--- src/rtl/ps2_pkg.sv ---
// Shared types and constants for the PS/2 host transmitter and its line helpers.
`timescale 1ns/1ps

package ps2_pkg;

  // Transmitter FSM states, in frame order.
  typedef enum logic [2:0] {
    IDLE      = 3'd0,
    INHIBIT   = 3'd1,
    START     = 3'd2,
    SEND      = 3'd3,
    ACK       = 3'd4,
    WAIT_IDLE = 3'd5
  } ps2_tx_state_e;

  // Keyboard commands the game top issues.
  localparam logic [7:0] PS2_CMD_RESET   = 8'hFF;
  localparam logic [7:0] PS2_CMD_SET_LED = 8'hED;
  localparam logic [7:0] PS2_CMD_ENABLE  = 8'hF4;

  // Byte the keyboard answers with after accepting a command.
  localparam logic [7:0] PS2_ACK_BYTE    = 8'hFA;

  // Frame bit positions after the start bit: 0-7 data, then parity, then stop.
  localparam logic [3:0] PS2_PARITY_IDX  = 4'd8;
  localparam logic [3:0] PS2_STOP_IDX    = 4'd9;

  // PS/2 uses odd parity: the parity bit makes the total count of ones odd.
  function automatic logic ps2_odd_parity(input logic [7:0] b);
    return ~^b;
  endfunction

endpackage

--- src/rtl/ps2_line_sync.sv ---
// Two-flop synchronizers for the PS/2 clock and data pads plus a registered
// falling-edge pulse on the synchronized clock. Shared with the receiver.
`timescale 1ns/1ps

module ps2_line_sync (
  input  logic clk,
  input  logic rst_n,
  input  logic ps2_clk_i,
  input  logic ps2_data_i,
  output logic clk_sync,
  output logic data_sync,
  output logic clk_fall
);

  logic [1:0] clk_meta_q, clk_meta_d;
  logic [1:0] data_meta_q, data_meta_d;
  logic       clk_prev_q, clk_prev_d;
  logic       fall_q, fall_d;

  // Shift pads through the synchronizers and flag a 1->0 step of the clean clock.
  always_comb begin
    clk_meta_d  = {clk_meta_q[0], ps2_clk_i};
    data_meta_d = {data_meta_q[0], ps2_data_i};
    clk_prev_d  = clk_meta_q[1];
    fall_d      = clk_prev_q & ~clk_meta_q[1];
  end

  // Idle PS/2 lines float high, so the synchronizers come out of reset at 1.
  always_ff @(posedge clk) begin
    if (!rst_n) begin
      clk_meta_q  <= 2'b11;
      data_meta_q <= 2'b11;
      clk_prev_q  <= 1'b1;
      fall_q      <= 1'b0;
    end else begin
      clk_meta_q  <= clk_meta_d;
      data_meta_q <= data_meta_d;
      clk_prev_q  <= clk_prev_d;
      fall_q      <= fall_d;
    end
  end

  assign clk_sync  = clk_meta_q[1];
  assign data_sync = data_meta_q[1];
  assign clk_fall  = fall_q;

endmodule

--- src/rtl/ps2_host_tx.sv ---
// Host-to-device PS/2 command transmitter driving open-drain clock/data enables.
// Optional frame watchdog: define PS2_TX_TIMEOUT_EN to abort stalled frames
// with tx_err after TIMEOUT_CYCLES; without it the FSM waits for the device.
`timescale 1ns/1ps

module ps2_host_tx
  import ps2_pkg::*;
#(
  parameter int unsigned CLK_HZ         = 100_000_000,
  parameter int unsigned INHIBIT_CYCLES = 12_000,
  parameter int unsigned TIMEOUT_CYCLES = 2_000_000
) (
  input  logic       clk,
  input  logic       rst_n,
  input  logic       tx_valid,
  input  logic [7:0] tx_data,
  output logic       tx_ready,
  output logic       tx_done,
  output logic       tx_err,
  input  logic       PS2_clk_i,
  input  logic       PS2_data_i,
  output logic       PS2_clk_oe,
  output logic       PS2_data_oe
);

  localparam int CNT_W = $clog2(TIMEOUT_CYCLES + 1);

`ifdef PS2_TX_TIMEOUT_EN
  localparam bit WATCHDOG_EN = 1'b1;
`else
  localparam bit WATCHDOG_EN = 1'b0;
`endif

  // The device needs at least 100 us of clock inhibit to notice a host request.
  if (INHIBIT_CYCLES < CLK_HZ / 10_000) begin : g_inhibit_check
    $error("ps2_host_tx: INHIBIT_CYCLES is shorter than 100 us at CLK_HZ");
  end

  logic clk_sync, data_sync, clk_fall;

  ps2_line_sync u_line_sync (
    .clk        (clk),
    .rst_n      (rst_n),
    .ps2_clk_i  (PS2_clk_i),
    .ps2_data_i (PS2_data_i),
    .clk_sync   (clk_sync),
    .data_sync  (data_sync),
    .clk_fall   (clk_fall)
  );

  ps2_tx_state_e    state_q, state_d;
  logic [CNT_W-1:0] cnt_q, cnt_d;
  logic [3:0]       idx_q, idx_d;
  logic [7:0]       byte_q, byte_d;
  logic             par_q, par_d;
  logic             clk_oe_q, clk_oe_d;
  logic             data_oe_q, data_oe_d;
  logic             ready_q, ready_d;
  logic             done_q, done_d;
  logic             err_q, err_d;
  logic             frame_bit;
  logic             watching;
  logic             expire;

  // Next-state logic: walks one frame and computes every registered output.
  always_comb begin
    state_d   = state_q;
    cnt_d     = cnt_q;
    idx_d     = idx_q;
    byte_d    = byte_q;
    par_d     = par_q;
    clk_oe_d  = clk_oe_q;
    data_oe_d = data_oe_q;
    ready_d   = ready_q;
    done_d    = 1'b0;
    err_d     = 1'b0;

    frame_bit = 1'b1;
    if (idx_q < PS2_PARITY_IDX) begin
      frame_bit = byte_q[idx_q[2:0]];
    end else if (idx_q == PS2_PARITY_IDX) begin
      frame_bit = par_q;
    end

    watching = (state_q == SEND) || (state_q == ACK) || (state_q == WAIT_IDLE);
    expire   = WATCHDOG_EN && watching && (cnt_q == CNT_W'(TIMEOUT_CYCLES - 1));

    if (watching) begin
      cnt_d = WATCHDOG_EN ? cnt_q + CNT_W'(1) : '0;
    end

    if (expire) begin
      state_d   = IDLE;
      clk_oe_d  = 1'b0;
      data_oe_d = 1'b0;
      err_d     = 1'b1;
      cnt_d     = '0;
      idx_d     = '0;
    end else begin
      unique case (state_q)
        IDLE: begin
          ready_d   = 1'b1;
          clk_oe_d  = 1'b0;
          data_oe_d = 1'b0;
          if (tx_valid && ready_q) begin
            byte_d   = tx_data;
            par_d    = ps2_odd_parity(tx_data);
            cnt_d    = '0;
            idx_d    = '0;
            ready_d  = 1'b0;
            clk_oe_d = 1'b1;
            state_d  = INHIBIT;
          end
        end
        INHIBIT: begin
          if (cnt_q == CNT_W'(INHIBIT_CYCLES - 1)) begin
            state_d   = START;
            data_oe_d = 1'b1;
            cnt_d     = '0;
          end else begin
            cnt_d = cnt_q + CNT_W'(1);
          end
        end
        START: begin
          state_d  = SEND;
          clk_oe_d = 1'b0;
          cnt_d    = '0;
          idx_d    = '0;
        end
        SEND: begin
          if (clk_fall) begin
            data_oe_d = ~frame_bit;
            idx_d     = idx_q + 4'd1;
            if (idx_q == PS2_STOP_IDX) begin
              state_d = ACK;
            end
          end
        end
        ACK: begin
          if (clk_fall) begin
            if (data_sync) begin
              err_d   = 1'b1;
              state_d = IDLE;
            end else begin
              state_d = WAIT_IDLE;
            end
          end
        end
        WAIT_IDLE: begin
          if (clk_sync && data_sync) begin
            done_d  = 1'b1;
            state_d = IDLE;
          end
        end
        default: begin
          state_d   = IDLE;
          clk_oe_d  = 1'b0;
          data_oe_d = 1'b0;
        end
      endcase
    end
  end

  // State and output registers; reset releases both lines immediately.
  always_ff @(posedge clk) begin
    if (!rst_n) begin
      state_q   <= IDLE;
      cnt_q     <= '0;
      idx_q     <= '0;
      byte_q    <= '0;
      par_q     <= 1'b0;
      clk_oe_q  <= 1'b0;
      data_oe_q <= 1'b0;
      ready_q   <= 1'b1;
      done_q    <= 1'b0;
      err_q     <= 1'b0;
    end else begin
      state_q   <= state_d;
      cnt_q     <= cnt_d;
      idx_q     <= idx_d;
      byte_q    <= byte_d;
      par_q     <= par_d;
      clk_oe_q  <= clk_oe_d;
      data_oe_q <= data_oe_d;
      ready_q   <= ready_d;
      done_q    <= done_d;
      err_q     <= err_d;
    end
  end

  assign tx_ready    = ready_q;
  assign tx_done     = done_q;
  assign tx_err      = err_q;
  assign PS2_clk_oe  = clk_oe_q;
  assign PS2_data_oe = data_oe_q;

endmodule
--- config.mk ---
export PLATFORM = sky130hd
export DESIGN_NAME = ps2_host_tx
export DESIGN_NICKNAME = d
export VERILOG_FILES = /design/src/rtl/ps2_pkg.sv /design/src/rtl/ps2_line_sync.sv /design/src/rtl/ps2_host_tx.sv
export SDC_FILE = /design/constraint.sdc
export NUM_CORES = 1
export LEC_CHECK = 0
export ABC_AREA = 1
export CAP_MARGIN = 30
export CORE_ASPECT_RATIO = 0.6
export CORE_MARGIN = 2
export CORE_UTILIZATION = 60
export DETAILED_ROUTE_END_ITERATION = 16
export PLACE_DENSITY = 0.81
export SLEW_MARGIN = 25
export SYNTH_ARGS = -nofsm -noshare
export SYNTH_HDL_FRONTEND = slang
export SYNTH_SLANG_ARGS = --single-unit
--- constraint.sdc ---
create_clock -name clk -period 4 [get_ports clk]
set_clock_uncertainty 0.1 [all_clocks]
set_input_delay 1 -clock clk [delete_from_list [all_inputs] [get_ports clk]]
set_output_delay 1 -clock clk [all_outputs]
set_load 0.01 [all_outputs]
---- After elaboration in Yosys (flattened, before gate mapping) ----
Cells that the tools add are included.
operators by class
  add/sub/neg operators ................... 2
  order comparisons ....................... 2
  equal/unequal tests ..................... 14
  muxes and demuxes ....................... 27
  bitwise gates (word level) .............. 4
  reduce and logical (&&, ||, !) cells .... 15
operators with widths
  operator                 number
  $mux W21                 3
  $pmux W21 S3             1
  $add A21 B1 Y21 const B  1
  $eq A21 B14 Y1 const B   1
  $mux W3                  7
  $pmux W3 S6              1
  $pmux W4 S3              1
  $mux W1                  9
  $reduce_and A3 Y1        3
  $eq A4 B4 Y1 const B     2
  $mux W4                  2
  $ne A2 B1 Y1 const B     4
  $reduce_xnor A8 Y1       1
  $eq A3 B2 Y1 const B     2
  $eq A3 B3 Y1 const B     2
  $reduce_and A6 Y1        1
  $add A4 B1 Y4 const B    1
  $lt A3 B4 Y1 const B     1
  $lt A4 B4 Y1 const B     1
  $ne A2 B2 Y1 const B     2
  $reduce_and A2 Y1        2
  $reduce_or A4 Y1         1
  $bmux W1 S3              1
  $eq A3 B1 Y1 const B     1
  9 further kinds          13
word-level totals
  register bits after elaboration ......... 48
  output and inout port bits .............. 5
  word-level logic and storage cells ...... 78

---- Depth between registers and ports, before layout ----
  word-level depth ........................ 6
  gate-level depth with buffers ........... 11
  depth with buffers taken out ............ 11

---- Modules after synthesis ----
Synthesis repeated with hierarchy kept, for this count alone.
unflattened totals
  cells, all modules ...................... 385
  area, all modules ....................... 2556.2 µm²
by module, submodules not included
  module         times used  cells an instance  area an instance (µm²)  seq. area each (µm²)
  ps2_host_tx    1           367                2386.0                  840.8
  ps2_line_sync  1           18                 170.2                   120.1

---- Least setup slack after synthesis ----
Ideal clock, no wire load.
  path type ............................... in2reg
  start ................................... input rst_n
  end ..................................... register cnt_q[10]
  arrival ................................. 1.773 ns
  required time ........................... 3.768 ns
  slack ................................... 1.994 ns
  stages .................................. 5
  cells stage by stage .................... clkbuf_1 inv_1 clkbuf_1 clkbuf_1 a21oi_1
RTL lines
  item                  RTL line            source
  start, declared       ps2_host_tx.sv:14   input logic rst_n,
  end signal, assigned  ps2_host_tx.sv:179  cnt_q <= cnt_d;
  end, declared         ps2_host_tx.sv:52   logic [CNT_W-1:0] cnt_q, cnt_d;
No word-level cell between the ends.

---- Worst setup path in the final report ----
  start ................................... input rst_n
  end ..................................... register done_q, in the netlist tx_done
on the way
  longest elaborated chain between the ends .. 1
ends and longest elaborated chain
  item                         RTL line            source
  $reduce_and A2 Y1 (no line)  --
  end signal, assigned         ps2_host_tx.sv:186  done_q <= done_d;
  end, declared                ps2_host_tx.sv:59   logic done_q, done_d;
Every way passes these cells.
A chain may end at the register's enable or synchronous reset.

==> metrics.md <==
| Metric | Value |
|---|---|
| Status | `complete, no violations` |
| Max VDD drop | `323.3 uV` |
| Count of final setup violators | `0` |
| Leakage | `1.225 nW` |
| Largest net degree at the start of global routing | `27` |
| GPL Wtd Cong | `0.9192` |
| Multi-input gate area | `1473 um2` |
| H-tree levels | `2` |
| # nets final | `449` |
| Fmax achieved | `418.3 MHz` |
| Clk buf depth | `2` |
| Initial DRC count | `roughly 300` |
| Routed Antenna Nets | `0` |
| Power per cell area | `between 500 and 600 nW/um2` |
| Vias/cell | `5.523` |
| DP HPWL | `4.859 mm` |
| Filler Cell Count | `365` |
| GR Overflow Total | `0` |
| Post-Place Cells | `485` |
| Crit start category | `input port` |
| DR WL met2 | `2.448 mm` |
| Origin of the worst min-delay path | `u_line_sync.clk_prev_q` |
| Setup ws final | `1609 ps` |
| Slew margin rel. | `55.69%` |
| Routed WL per cell | `13.57 um` |
| # rows | `18` |
| Max layer used | `met4` |
| Mapped Nets | `433` |
| Final Cycle Share | `59.76%` |
| Post-Route M1 WL | `3.330 mm` |
| Final Power | `approximately 1.5 mW` |
| Vias in the first global route | `2324` |
| FF+latch area | `960.9 um2` |
| IO Port Bufs | `17` |
| Cells after Synth | `~420` |
| First-pass GRT wire length | `11.26 mm` |
| Yosys warns | `0` |
| Worst Reg2Reg Path Length in Cells | `6` |
| Critical path peak fanout | `26` |
| CTS root buffer | `clkbuf_8` |
| Worst-Skew Late Latency | `320 ps` |
| Area after DPL | `around 2900 um2` |
| Final core utilization | `71.41%` |
| DP Worst Slack | `1290 ps` |
| GR Util All Layers | `28.62%` |
| Min Hold Slack | `319.1 ps` |
| TritonCTS clock tree | `built` |
| ANT cells | `0` |
| Die outline width | `89.80 um` |
| CTS Hold Bufs | `0` |
| FF+latch count, synth | `48` |
| Launching point of the worst reg2reg path | `state_q[0]` |
| DRC | `0` |
| Routed WL | `6.690 mm` |
| Mean Syn Cell Area | `6.370 um2` |
| Met3 wire length | `836 um` |
| Setup TNS Final | `0 ps` |
| Worst Setup Path Type | `input port to flop` |
| Die height | `55.48 um` |
| R2R setup slack | `about 1900 ps` |
| Synth cell types | `28` |
| Drt pass-1 iters | `5` |
| RSZ-0062 raised after global routing | `false` |
| Layout cells sized above 1 | `6.236%` |
| Final Critical Period | `2391 ps` |
| Cts repair resizes | `0` |
| Post-synthesis sequential area ratio | `36.26%` |
| Hold endpoint | `u_line_sync.clk_fall` |
| Starting Density | `63.60%` |
| I/O pin cnt | `18` |
| Cell Area, Synth | `2650 um2` |
| Hold WC Path Type | `flop to flop` |
| Via Count | `2723` |
| Max-cap viol count | `0` |
| Cell area after layout | `2975 um2` |
| R2R Path End | `cnt_q[3]` |
| Non-Filler Instances | `between 400 and 500` |
| Area growth, synth to finish | `12.28%` |
| Clk slew on worst S/H paths | `90 ps` |
| Slew Viols, Final | `0` |
| Final hold vios | `0` |
| Die ar. | `4982 um2` |
| CP arrival | `2490 ps` |
| Initial antenna violation count | `0` |
| Clock Sink Count | `48` |
| Hold depth | `2` |
| Setup Buffers After CTS | `0` |
| Slew @ Worst Pin | `662.3 ps` |
| Core area | `4167 um2` |
| CTS buffer count | `5` |
| Data required, critical path | `4100 ps` |
| CP Capture Type | `flop` |
==> routing by layer <==
metal	GRT usage [%]	vias up
li1	-	1360
met4	7.692	0
met3	10.10	10
met5	0	-
met2	36.26	146
met1	44.73	1207
==> flip-flops by register name (all words and copies together) (netlist names) <==
register and cells:
tx_done 1, u_line_sync.data_meta_q 2, cnt_q 21, u_line_sync.clk_prev_q 1, PS2_data_oe 1, u_line_sync.clk_meta_q 2, tx_err 1, PS2_clk_oe 1
par_q 1, tx_ready 1, state_q 3, u_line_sync.clk_fall 1, idx_q 4, byte_q 8
==> cells in the mapped netlist <==
master | instances | area share, %
ha_1 | 4 | 1.9
nand4_1 | 6 | 1.4
buf_4 | 1 | 0.28
inv_2 | 4 | 0.57
a21oi_1 | 27 | 5.1
xor2_1 | 2 | 0.66
inv_1 | 39 | 5.5
nand3b_1 | 5 | 1.4
buf_2 | 2 | 0.38
a21boi_4 | 1 | 0.71
clkinv_1 | 1 | 0.14
nand3_1 | 41 | 7.7
nor3_2 | 1 | 0.38
clkbuf_1 | 6 | 0.85
and2_1 | 1 | 0.24
a211oi_1 | 1 | 0.28
nor3b_1 | 1 | 0.28
nor2_2 | 2 | 0.47
dfxtp_1 | 48 | 36
nor4_1 | 1 | 0.24
nor2_1 | 64 | 9.1
or2_2 | 7 | 1.7
buf_6 | 1 | 0.42
nor3_1 | 5 | 0.94
nand2_1 | 116 | 16
nor2_4 | 2 | 0.85
xnor2_1 | 5 | 1.7
o21ai_0 | 22 | 4.2
==> worst max path at each step <==
stage	start	to	cells past startpoint
6_report	rst_n	tx_done	4
5_1_grt	rst_n	tx_done	4
2_1_floorplan	rst_n	cnt_q[10]	5
3_5_place_dp	rst_n	tx_done	4
3_3_place_gp	rst_n	u_line_sync.clk_fall	5
4_1_cts	rst_n	tx_done	4
==> where the power goes <==
group          internal, mW  leakage [nW]  switching, mW
Sequential            0.548         0.391         0.0733
Combinational         0.177         0.775          0.352
Clock                 0.188        0.0583          0.183
==> placed cells by master (no fill, tap or decap) <==
cell type and count:
clkdlybuf4s50_1 17, buf_4 2, bufinv_16 1, nand4_1 6
nor2_1 64, clkinv_1 1, xnor2_1 5, nand3_1 41
and2_1 1, nor4_1 1, inv_1 39, or2_2 7
clkbuf_8 5, inv_2 4, nor2_2 2, o21ai_0 22
xor2_1 2, a21boi_4 1, nor3_1 5, dfxtp_1 48
nand3b_1 5, nor2_4 2, clkinv_4 2, nor3_2 1
nor3b_1 1, a21oi_1 27, a211oi_1 1, ha_1 4
nand2_1 116
==> area by class of cell <==
cell class / instances / share of cell area [%]
Multi-Input combinational cell: 314 / 49.50
Sequential cell: 48 / 32.30
Timing Repair Buffer: 19 / 6.224
Inverter: 44 / 5.551
Tap cell: 60 / 2.523
Clock buffer: 5 / 2.313
Clock inverter: 3 / 1.598
==> critical path: stages <==
cell             delay [ps]
clkdlybuf4s50_1         450
buf_4                   260
inv_1                   350
nor4_1                  430
==> logic make-up (layout without fill, tap and decap cells) <==
group                    after synthesis  count (layout)  share of synthesized area [%]
AND/OR/NAND/NOR                      252             252                          41.12
adder cells (fa/ha/maj)                4               4                          1.889
XOR/XNOR                               7               7                          2.314
AO/OA/AOI/OAI                         51              51                          10.25
flip-flops                            48              48                          36.26
buffers and inverters                 54              71                          8.168
(Power assumes the default switching activity.)
